### src/rtl/fifo_rr_ctrl.sv
// fifo_rr_ctrl: FIFO bank controller - one-hot state broadcast, threshold distribution, round-robin pop arbitration
// Ports: clk, reset (async, active-high), init (config request), sup_th_in/inf_th_in (thresholds to load),
//   empty (per-FIFO empty flags), ds_alm_full (downstream backpressure) ->
//   state (one-hot RESET/INIT/IDLE/ACTIVE), sup_Threshold/inf_Threshold (registered thresholds),
//   pop (combinational one-hot pop), sel (registered index of last pop), valid_out (registered data-valid),
//   idle (state is IDLE), cfg_error (sticky illegal-threshold flag).
// Optional: define FIFO_RR_CTRL_BURST_EN to let a grantee hold the grant for up to 4 consecutive pops.
module fifo_rr_ctrl #(
  parameter int NUM_REQ = 4,
  parameter int IDX_W = 2,
  parameter int TH_W = 3
) (
  input  logic               clk,
  input  logic               reset,
  input  logic               init,
  input  logic [TH_W-1:0]    sup_th_in,
  input  logic [TH_W-1:0]    inf_th_in,
  input  logic [NUM_REQ-1:0] empty,
  input  logic               ds_alm_full,
  output logic [3:0]         state,
  output logic [TH_W-1:0]    sup_Threshold,
  output logic [TH_W-1:0]    inf_Threshold,
  output logic [NUM_REQ-1:0] pop,
  output logic [IDX_W-1:0]   sel,
  output logic               valid_out,
  output logic               idle,
  output logic               cfg_error
);
  typedef enum logic [3:0] {
    S_RST  = 4'b0001,
    S_INIT = 4'b0010,
    S_IDLE = 4'b0100,
    S_ACT  = 4'b1000
  } state_t;
  state_t st, nxt;
  logic [IDX_W-1:0] ptr, g, ix;
  logic found, grant;
  assign state = st;
  assign idle = st == S_IDLE;
  assign grant = st == S_ACT && !init && !ds_alm_full;
  always_comb begin
    nxt = S_RST;
    case (st)
      S_RST:  nxt = S_INIT;
      S_INIT: nxt = init ? S_INIT : S_IDLE;
      S_IDLE: nxt = init ? S_INIT : (&empty ? S_IDLE : S_ACT);
      S_ACT:  nxt = init ? S_INIT : (&empty ? S_IDLE : S_ACT);
      default: nxt = S_RST;
    endcase
  end
`ifdef FIFO_RR_CTRL_BURST_EN
  logic [1:0] bcnt;
  logic hold;
  // A burst continues only if the previous cycle popped this grantee, fewer than 4 pops are done, and it still has data.
  assign hold = valid_out && bcnt != 2'd3 && !empty[ptr];
  always_ff @(posedge clk or posedge reset)
    if (reset) bcnt <= '0;
    else if (st == S_INIT) bcnt <= '0;
    else if (|pop) bcnt <= hold ? bcnt + 2'd1 : 2'd0;
`endif
  always_comb begin
    g = ptr;
    ix = ptr;
    found = 1'b0;
    for (int k = 1; k <= NUM_REQ; k++) begin
      ix = IDX_W'((int'(ptr) + k) % NUM_REQ);
      if (!found && !empty[ix]) begin
        g = ix;
        found = 1'b1;
      end
    end
`ifdef FIFO_RR_CTRL_BURST_EN
    if (hold) begin
      g = ptr;
      found = 1'b1;
    end
`endif
    pop = (grant && found) ? NUM_REQ'(1) << g : '0;
  end
  always_ff @(posedge clk or posedge reset)
    if (reset) begin
      st <= S_RST;
      sup_Threshold <= '0;
      inf_Threshold <= '0;
      sel <= '0;
      valid_out <= 1'b0;
      cfg_error <= 1'b0;
      ptr <= IDX_W'(NUM_REQ - 1);
    end else begin
      st <= nxt;
      if (st == S_INIT) begin
        sup_Threshold <= sup_th_in;
        inf_Threshold <= inf_th_in;
      end
      if (st != S_INIT && nxt == S_INIT) cfg_error <= 1'b0;
      else if (st == S_INIT && !init && sup_th_in <= inf_th_in) cfg_error <= 1'b1;
      valid_out <= |pop;
      if (|pop) begin
        sel <= g;
        ptr <= g;
      end
    end
endmodule

### config.mk
export PLATFORM = sky130hd
export DESIGN_NAME = fifo_rr_ctrl
export DESIGN_NICKNAME = d
export VERILOG_FILES = /design/src/rtl/fifo_rr_ctrl.sv
export SDC_FILE = /design/constraint.sdc
export NUM_CORES = 1
export LEC_CHECK = 0
export BUFFER_PORTS_ARGS = -buffer_cell sky130_fd_sc_hd__buf_2
export CAP_MARGIN = 20
export CORE_UTILIZATION = 35
export DETAILED_ROUTE_END_ITERATION = 6
export SYNTH_ARGS = -nofsm -noshare
export SYNTH_HDL_FRONTEND = slang
export SYNTH_SLANG_ARGS = --single-unit
### constraint.sdc
create_clock -name clk -period 3.4 [get_ports clk]
set_input_delay 0.17 -clock clk [delete_from_list [all_inputs] [get_ports clk]]
set_output_delay 0.17 -clock clk [all_outputs]
set_load 0.03 [all_outputs]
; ---- Yosys cells after proc, flatten, opt, wreduce, memory -nomap -nowiden
; Cells that the tools add are included.
[classes]
n_addsub = 4
order_cmp = 5
n_eq_ne = 6
shifts = 1
n_mux = 23
n_reduce_logical = 20
[op_table]
columns = cell, count
row1 = "2-bit by 3-bit less-than comparator with 1-bit output, second input constant", 4
row2 = 4-bit 2-to-1 mux, 3
row3 = 4-bit one-hot mux with 3 select lines, 1
row4 = 1-bit 2-to-1 mux, 10
row5 = 1-bit logical AND, 9
row6 = 1-bit binary-select mux with 2-bit select, 4
row7 = "4-bit by 2-bit == test with 1-bit output, second input constant", 2
row8 = 2-bit 2-to-1 mux, 4
row9 = 1-bit logical NOT, 7
row10 = "2-bit by 1-bit adder with 2-bit output, second input constant", 2
row11 = "2-bit adder, second input constant", 2
row12 = "4-bit by 1-bit == test with 1-bit output, second input constant", 1
row13 = "4-bit by 3-bit == test with 1-bit output, second input constant", 1
row14 = "4-bit == test, second input constant", 1
row15 = "4-bit by 2-bit != test with 1-bit output, second input constant", 1
row16 = 4-bit AND reduction, 1
row17 = 4-bit OR reduction, 1
row18 = "1-bit by 2-bit left shift with 4-bit output, first input constant", 1
row19 = 3-bit <= comparator, 1
row20 = 3-bit 2-to-1 mux, 1
row21 = 2-bit nonzero test, 1
row22 = 2-bit OR reduction, 1
[totals]
reg_bits = 16
elab_cells = 66

; ---- Depth between registers and ports, before layout
; Gate-level depths: netlist (run 1).
[depth]
depth_word = 15
mapped_depth = 6

; ---- Worst setup path before layout (run 1)
; Ideal clock, no wire load.
[synth_timing]
path_kind = reg-to-output
from = register ptr[0]
to = output pop[3]
t_arrival_ns = 1.828
required_ns = 3.230
setup_slack_ns = 1.402
stages_incl_launch_ff = 4
cell_sequence = dfstp_2 -> inv_1 -> o311ai_1 -> nor3b_1
[synth_between]
elab_chain_len = 14
word_cells_on_any_way = 31
[synth_lines]
columns = item, line_no
row1 = "start, declared", 36  ; logic [IDX_W-1:0] ptr, g, ix;
row2 = "start signal, assigned", 88  ; ptr <= IDX_W'(NUM_REQ - 1);
row3 = "start signal, assigned", 100  ; ptr <= g;
row4 = 2-bit adder, 66  ; ix = IDX_W'((int'(ptr) + k) % NUM_REQ);
row5 = 1-bit binary-select mux with 2-bit select, 67  ; if (!found && !empty[ix]) begin
row6 = 1-bit 2-to-1 mux (not written as such), 67
row7 = 1-bit logical NOT, 67
row8 = 1-bit logical AND, 67
row9 = 1-bit 2-to-1 mux, 67
row10 = 1-bit logical NOT, 67
row11 = 1-bit logical AND, 67
row12 = 1-bit 2-to-1 mux, 67
row13 = 1-bit logical NOT, 67
row14 = 1-bit logical AND, 67
row15 = 2-bit 2-to-1 mux / 1-bit 2-to-1 mux (equally long branches), 67
row16 = 1-bit by 2-bit left shift with 4-bit output / 1-bit logical AND (equally long branches), 78  ; pop = (grant && found) ? NUM_REQ'(1) << g : '0;
row17 = 4-bit 2-to-1 mux (*), 78
row18 = "end, declared", 23  ; output logic [NUM_REQ-1:0] pop,
; Mark *: on every way between the ends. The rest lies on a longest branch, timed or not. The select of a mux whose other input is x is not followed.

; ---- Final worst setup path (run 1)
; Ends and elaborated chain as after synthesis.

==> results of run 1 <==
-- where the power goes --
group	total (mW)	internal, mW	switching, mW
clock	0.0986	0.0454	0.0533
sequential	0.333	0.263	0.0693
combinational	0.376	0.147	0.228
-- metal layers --
metal	vias to the layer above	part of all wire, %
met5	-	0
met4	0	0.61
met3	2	6.0
met2	17	45
met1	334	49
li1	372	-
-- per-stage QoR --
step	cell area, um^2	setup WS (ns)	hold slack (ns)	std cells	total power, mW
3_5_place_dp	1090	1.59	0.269	145	0.715
4_1_cts	1120	1.30	0.125	150	0.817
2_1_floorplan	906	1.40	0.0816	85	0.625
6_report	1120	1.29	0.130	150	0.807
5_1_grt	1120	1.20	0.128	150	0.860
3_3_place_gp	1090	1.68	0.259	145	0.708
-- registers in the layout, indices dropped and copies added, names as in the netlist --
name	cells
sel	2
inf_Threshold	3
cfg_error	1
valid_out	1
sup_Threshold	3
ptr	2
state	4
-- cell usage in the layout, fill, tap and decap left out --
master,instances
o21ai_0,4
nor4b_4,1
inv_1,8
mux2_2,8
a32oi_1,1
nand4_2,1
or2_1,1
a21oi_1,6
nor3_4,1
nor3b_1,1
dlygate4sd3_1,1
o31a_1,1
nor3_1,4
nand2b_1,6
a211oi_1,1
dfstp_2,3
nand3b_1,1
nand4_1,1
o21a_1,1
and3_1,1
and2_1,1
buf_2,32
o311ai_0,1
dfrtp_1,13
nand3_1,1
nor4_4,1
nor2_1,6
nor2b_1,2
xnor2_1,1
ha_1,3
clkbuf_1,1
nand2_1,2
clkbuf_4,3
o311ai_1,1
-- Yosys cell counts, types with 2 or more instances --
master and instances:
dfrtp_1 13, inv_1 8, mux2_2 8, a21oi_1 6, nand2b_1 6, nor2_1 6
nor3_1 4, o21ai_0 4, dfstp_2 3, ha_1 3, nand2_1 2, nor2b_1 2
-- worst reg2reg max path: cells and delay by family (launching register included) --
kind	cells	cell delay [ns]
flops	1	0.53
simple gates	1	0.50
mux	1	0.40
-- worst max path at each step --
| stage | start | depth (start not counted) | end | slack [ns] |
|---|---|---|---|---|
| 2_1_floorplan | ptr[0]$_DFFE_PP1P_ | 3 | pop[3] | 1.40 |
| 3_3_place_gp | ptr[0]$_DFFE_PP1P_ | 4 | pop[3] | 1.68 |
| 3_5_place_dp | ptr[0]$_DFFE_PP1P_ | 4 | pop[3] | 1.59 |
| 4_1_cts | ptr[0]$_DFFE_PP1P_ | 4 | pop[3] | 1.30 |
| 5_1_grt | ptr[0]$_DFFE_PP1P_ | 4 | pop[3] | 1.20 |
| 6_report | ptr[0]$_DFFE_PP1P_ | 4 | pop[3] | 1.29 |
-- cell type report --
class                           instances  area (um^2)  share of cell area, %
Clock buffer                            4         26.3                   2.34
Inverter                                8         30.0                   2.67
Multi-Input combinational cell         59          455                   40.5
Sequential cell                        16          404                   36.0
Tap cell                               30         37.5                   3.34
Timing Repair Buffer                   33          170                   15.1
-- cell families after synthesis --
| family | Yosys count | synth area share, % |
|---|---|---|
| DFF | 16 | 44.6 |
| xor gates and xnor gates | 1 | 0.967 |
| adders and majority gates | 3 | 4.14 |
| muxes | 8 | 9.95 |
| AOI/OAI and AO/OA | 16 | 11.1 |
| buffers and inverters | 10 | 5.11 |
| and+or+nand+nor | 31 | 24.2 |
==> results_dict.tcl, run 1 <==
set metrics [dict create \
    status "completed" \
    synthCells 85 \
    cpLargestDelayFamily "compound AO/OA/AOI/OAI gates" \
    cts_setup_buffers 0 \
    fp.dieW_um 52.9 \
    r2r_cells 2 \
    min_path_type "in -> reg" \
    area_growth_pct 24.0 \
    core_mm2 0.00245 \
    slowest_stage "o311ai_1" \
    finalHoldViolCount 0 \
    fp.dieH_um 52.9 \
    slew_violations 0 \
    syn-num-nets 102 \
    slowest_delay_ns 0.59 \
    grt_pass1_wl_um 2870 \
    gr-usage-all-layers_pct 13.7 \
    htree_levels 1 \
    ys_seq_area_share_pct 44.6 \
    post-dp-hpwl_um 1320 \
    final.setup.tns_ns 0 \
    insertion_delay_ns 0.27 \
    met3_usage_pct 2.59 \
    cts_tree "done" \
    ys.flop_type "dfrtp_1" \
    end_kind "output pin" \
    io_buffers 32 \
    ir_worst_vdd_uv 440 \
    hold_path_end "state[2]$_DFF_PP0_" \
    grt_max_degree 17 \
    drt_iter0_drc 4 \
    path_class "reg -> out" \
    syn_avg_cell_area_um2 10.7 \
    initial_core_util_pct 36.9 \
    place.gp.congestion 0.712 \
    fin_crit_sh_pct 62.1 \
    arrival_ns 1.94 \
    gr-usage-met2_pct 21.3 \
    die_area_mm2 0.00280 \
    cts-buffers-inserted 3 \
    synth_warnings 0 \
    antenna_left 0 \
    synth_largest_area_cell "dfrtp_1" \
    p_leak_nw 0.545 \
    synth_top_area_share_pct 35.9 \
    finClkSkew_ns 0.00768 \
    netlist_top_cells_area "dfrtp_1 36%, mux2_2 9.9%, dfstp_2 8.7%" \
    maxCapViolations 0 \
    tightest_slew_ns 0.651 \
    drive_gt1_share_pct 41.7 \
    cts.repair.resized 0 \
    utilization_pct 45.8 \
    antenna_cells 0 \
    synth-seq-cells 16 \
    r2r-start "state[1]$_DFF_PP0_" \
    grt.busiest_layer "met2" \
    worstHoldStart "init" \
    num_vias 725 \
    nets 138 \
    wl_per_cell_um 11.0 \
    synth_area_um2 906 \
    path_cells "inv_1 > o311ai_1 > nor3b_1 > buf_2" \
    hold_buffers 1 \
    cts.reportedPaths.clkPinSlew_ns 0.09 \
    grt_use_met1_pct 18.7 \
    critPathBufInv 2 \
    relSlewSlack_pct 55.9 \
    clockBufferDepth 2 \
    synth_edf_count 0 \
    wirelength_um 1650 \
    grt_pass1_vias 667 \
    drc 0 \
    grt_overflow 0 \
    rsz0062_at_grt "false" \
    root_buffer "clkbuf_4" \
    cp-start-kind "register" \
    cp.required_ns 3.23 \
    r2r_end "inf_Threshold[1]$_DFFE_PP0N_" \
    final-setup-viol-count 0 \
    num_rows 18 \
    synthArstFlopShare_pct 100 \
    min_period_ns 2.11 \
    cts_sinks 16 \
    hold_path_depth 2 \
    n_fill_cell 251 \
    antenna_found_initial 0 \
    power-per-cell-area_mw_per_mm2 718 \
    ios 33 \
    reg2reg_slack_ns 1.86 \
    critPathMaxFanout 6 \
    yosys.cell_types.count 32 \
    drtPass1Iterations 4 \
    viasPerCell 4.83 \
    clock.fmax_mhz 473 \
]
Note: power is estimated with default switching activity, not from simulation.
==> run 2, diff against run 1 <==
==> constraint.sdc (replaced) <==
create_clock -name clk -period 1.88 [get_ports clk]
set_input_delay 0.094 -clock clk [delete_from_list [all_inputs] [get_ports clk]]
set_output_delay 0.094 -clock clk [all_outputs]
set_load 0.03 [all_outputs]
==> results_dict.tcl, run 2 (synthesis gave the netlist of run 1 again) <==
set metrics [dict create \
    status "completed" \
    hold_ws_ns 0.0439 \
    power_frac_comb_pct 52.0 \
    core_mm2 0.00245 \
    path_class "reg -> out" \
    htree_levels 1 \
    finClkSkew_ns 0.0113 \
    end_kind "output pin" \
    antenna_cells 0 \
    rsz0062_at_grt "true" \
    grt_overflow 0 \
    drive_gt1_share_pct 52.3 \
    antenna_found_initial 0 \
    fp.dieH_um 52.9 \
    cts.reportedPaths.clkPinSlew_ns 0.09 \
    finalPower_mw 1.57 \
    wl_per_cell_um 12.0 \
    nets 146 \
    maxCapViolations 0 \
    final_cell_mix "28 x buf_2, 11 x dfrtp_1, 10 x buf_4, 8 x mux2_2, 8 x inv_1" \
    p_leak_nw 0.585 \
    utilization_pct 51.5 \
    r2r-start "state[0]$_DFF_PP1_" \
    grt.busiest_layer "met2" \
    power-per-cell-area_mw_per_mm2 1240 \
    grt_max_degree 17 \
    initial_core_util_pct 36.9 \
    ir_worst_vdd_uv 1030 \
    largest_reg_flops 4 \
    arrival_ns 1.73 \
    critPathMaxFanout 5 \
    post-dp-hpwl_um 1370 \
    worstHoldStart "init" \
    p_clk_share_pct 11.6 \
    drc 0 \
    cp_common_cell "buf_4" \
    insertion_delay_ns 0.28 \
    root_buffer "clkbuf_4" \
    slowest_stage "dfstp_2" \
    wirelength_um 1890 \
    met3_usage_pct 1.72 \
    relSlewSlack_pct 60.7 \
    num_rows 18 \
    grt_pass1_vias 724 \
    final-setup-viol-count 0 \
    grt_pass1_wl_um 3120 \
    drtPass1Iterations 4 \
    die_area_mm2 0.00280 \
    drt_iter0_drc 7 \
    p_int_mw 0.902 \
    cp-start-kind "register" \
    power_frac_seq_pct 36.4 \
    fp.dieW_um 52.9 \
    clockBufferDepth 2 \
    slowest_delay_ns 0.58 \
    n_fill_cell 238 \
    num_vias 760 \
    cts-buffers-inserted 3 \
    tightest_slew_ns 0.590 \
    place.gp.congestion 0.706 \
    finalHoldViolCount 0 \
    min_path_type "in -> reg" \
    crit_start "ptr[1]$_DFFE_PP1P_" \
    cts_tree "done" \
    antenna_left 0 \
    min_period_ns 1.83 \
    cts_sinks 16 \
    viasPerCell 4.81 \
    p_sw_share_pct 42.7 \
    p_switching_mw 0.672 \
    gr-usage-all-layers_pct 15.2 \
    layout_commonest_cell "buf_2" \
    cp.required_ns 1.79 \
    grt_use_met1_pct 19.7 \
    fin_crit_sh_pct 97.2 \
    gr-usage-met2_pct 25.1 \
    path_cells "buf_4 > nand2b_4 > a21oi_2 > nor4_4 > nor2b_1 > buf_4" \
    area_growth_pct 39.6 \
    ios 33 \
    clock.fmax_mhz 547 \
    slew_violations 0 \
    io_buffers 32 \
]
## run 2: path summary, 6_finish.rpt
path	to	slack, ns	cells past startpoint
max in group asynchronous	state[1]$_DFF_PP0_	1.05	3
setup reg to reg	inf_Threshold[2]$_DFFE_PP0N_	0.30	3
hold / removal	state[2]$_DFF_PP0_	0.04	2
min in group asynchronous	cfg_error$_DFFE_PP0P_	0.41	3
setup / recovery	pop[0]	0.05	6
hold reg to reg	sup_Threshold[2]$_DFFE_PP0N_	0.51	1
## run 2: critical path, delay by kind of cell, from the launching register on
family                 cells  cell delay (ns)
AOI/OAI and AO/OA          1             0.07
buffers and inverters      2             0.29
DFF                        1             0.58
and+or+nand+nor            3             0.53
## run 2: per-layer routing
metal / up-vias / part of all wire (%)
met5: - / 0
met4: 0 / 0.74
met3: 2 / 3.3
met2: 15 / 51
met1: 353 / 45
li1: 390 / -
## run 2: what timing repair did
action | CTS | global route
pin swaps | 3 | 1
hold buffers | 1 | 0
buffers inserted | 3 | 5
resized for setup | 8 | 12
hold endpoints to repair | 13 | 0
endpoints found under the setup margin | 4 | 4
## run 2: cell type report
cell class	instances	area, um^2	area share, %
Inverter	8	30.0	2.37
Tap cell	30	37.5	2.97
Timing Repair Buffer	41	248	19.6
Clock buffer	4	26.3	2.08
Sequential cell	16	407	32.1
Multi-Input combinational cell	59	517	40.9
## run 2: power by group through the flow
stage	clock network, mW	logic (mW)	registers [mW]
4_1_cts	0.197	0.742	0.585
6_report	0.182	0.818	0.574
3_3_place_gp	0	0.678	0.601
3_5_place_dp	0	0.686	0.610
5_1_grt	0.207	0.886	0.596
2_1_floorplan	0	0.356	0.775
## run 2: per-stage QoR
| step | cells | area (um^2) | worst slack, ns | TNS (ns) |
|---|---|---|---|---|
| 2_1_floorplan | 85 | 911 | 0.0331 | 0 |
| 3_3_place_gp | 145 | 1090 | 0.219 | 0 |
| 3_5_place_dp | 145 | 1090 | 0.156 | 0 |
| 4_1_cts | 153 | 1180 | 0.00108 | 0 |
| 5_1_grt | 158 | 1260 | -0.0414 | -0.134 |
| 6_report | 158 | 1260 | 0.0526 | 0 |
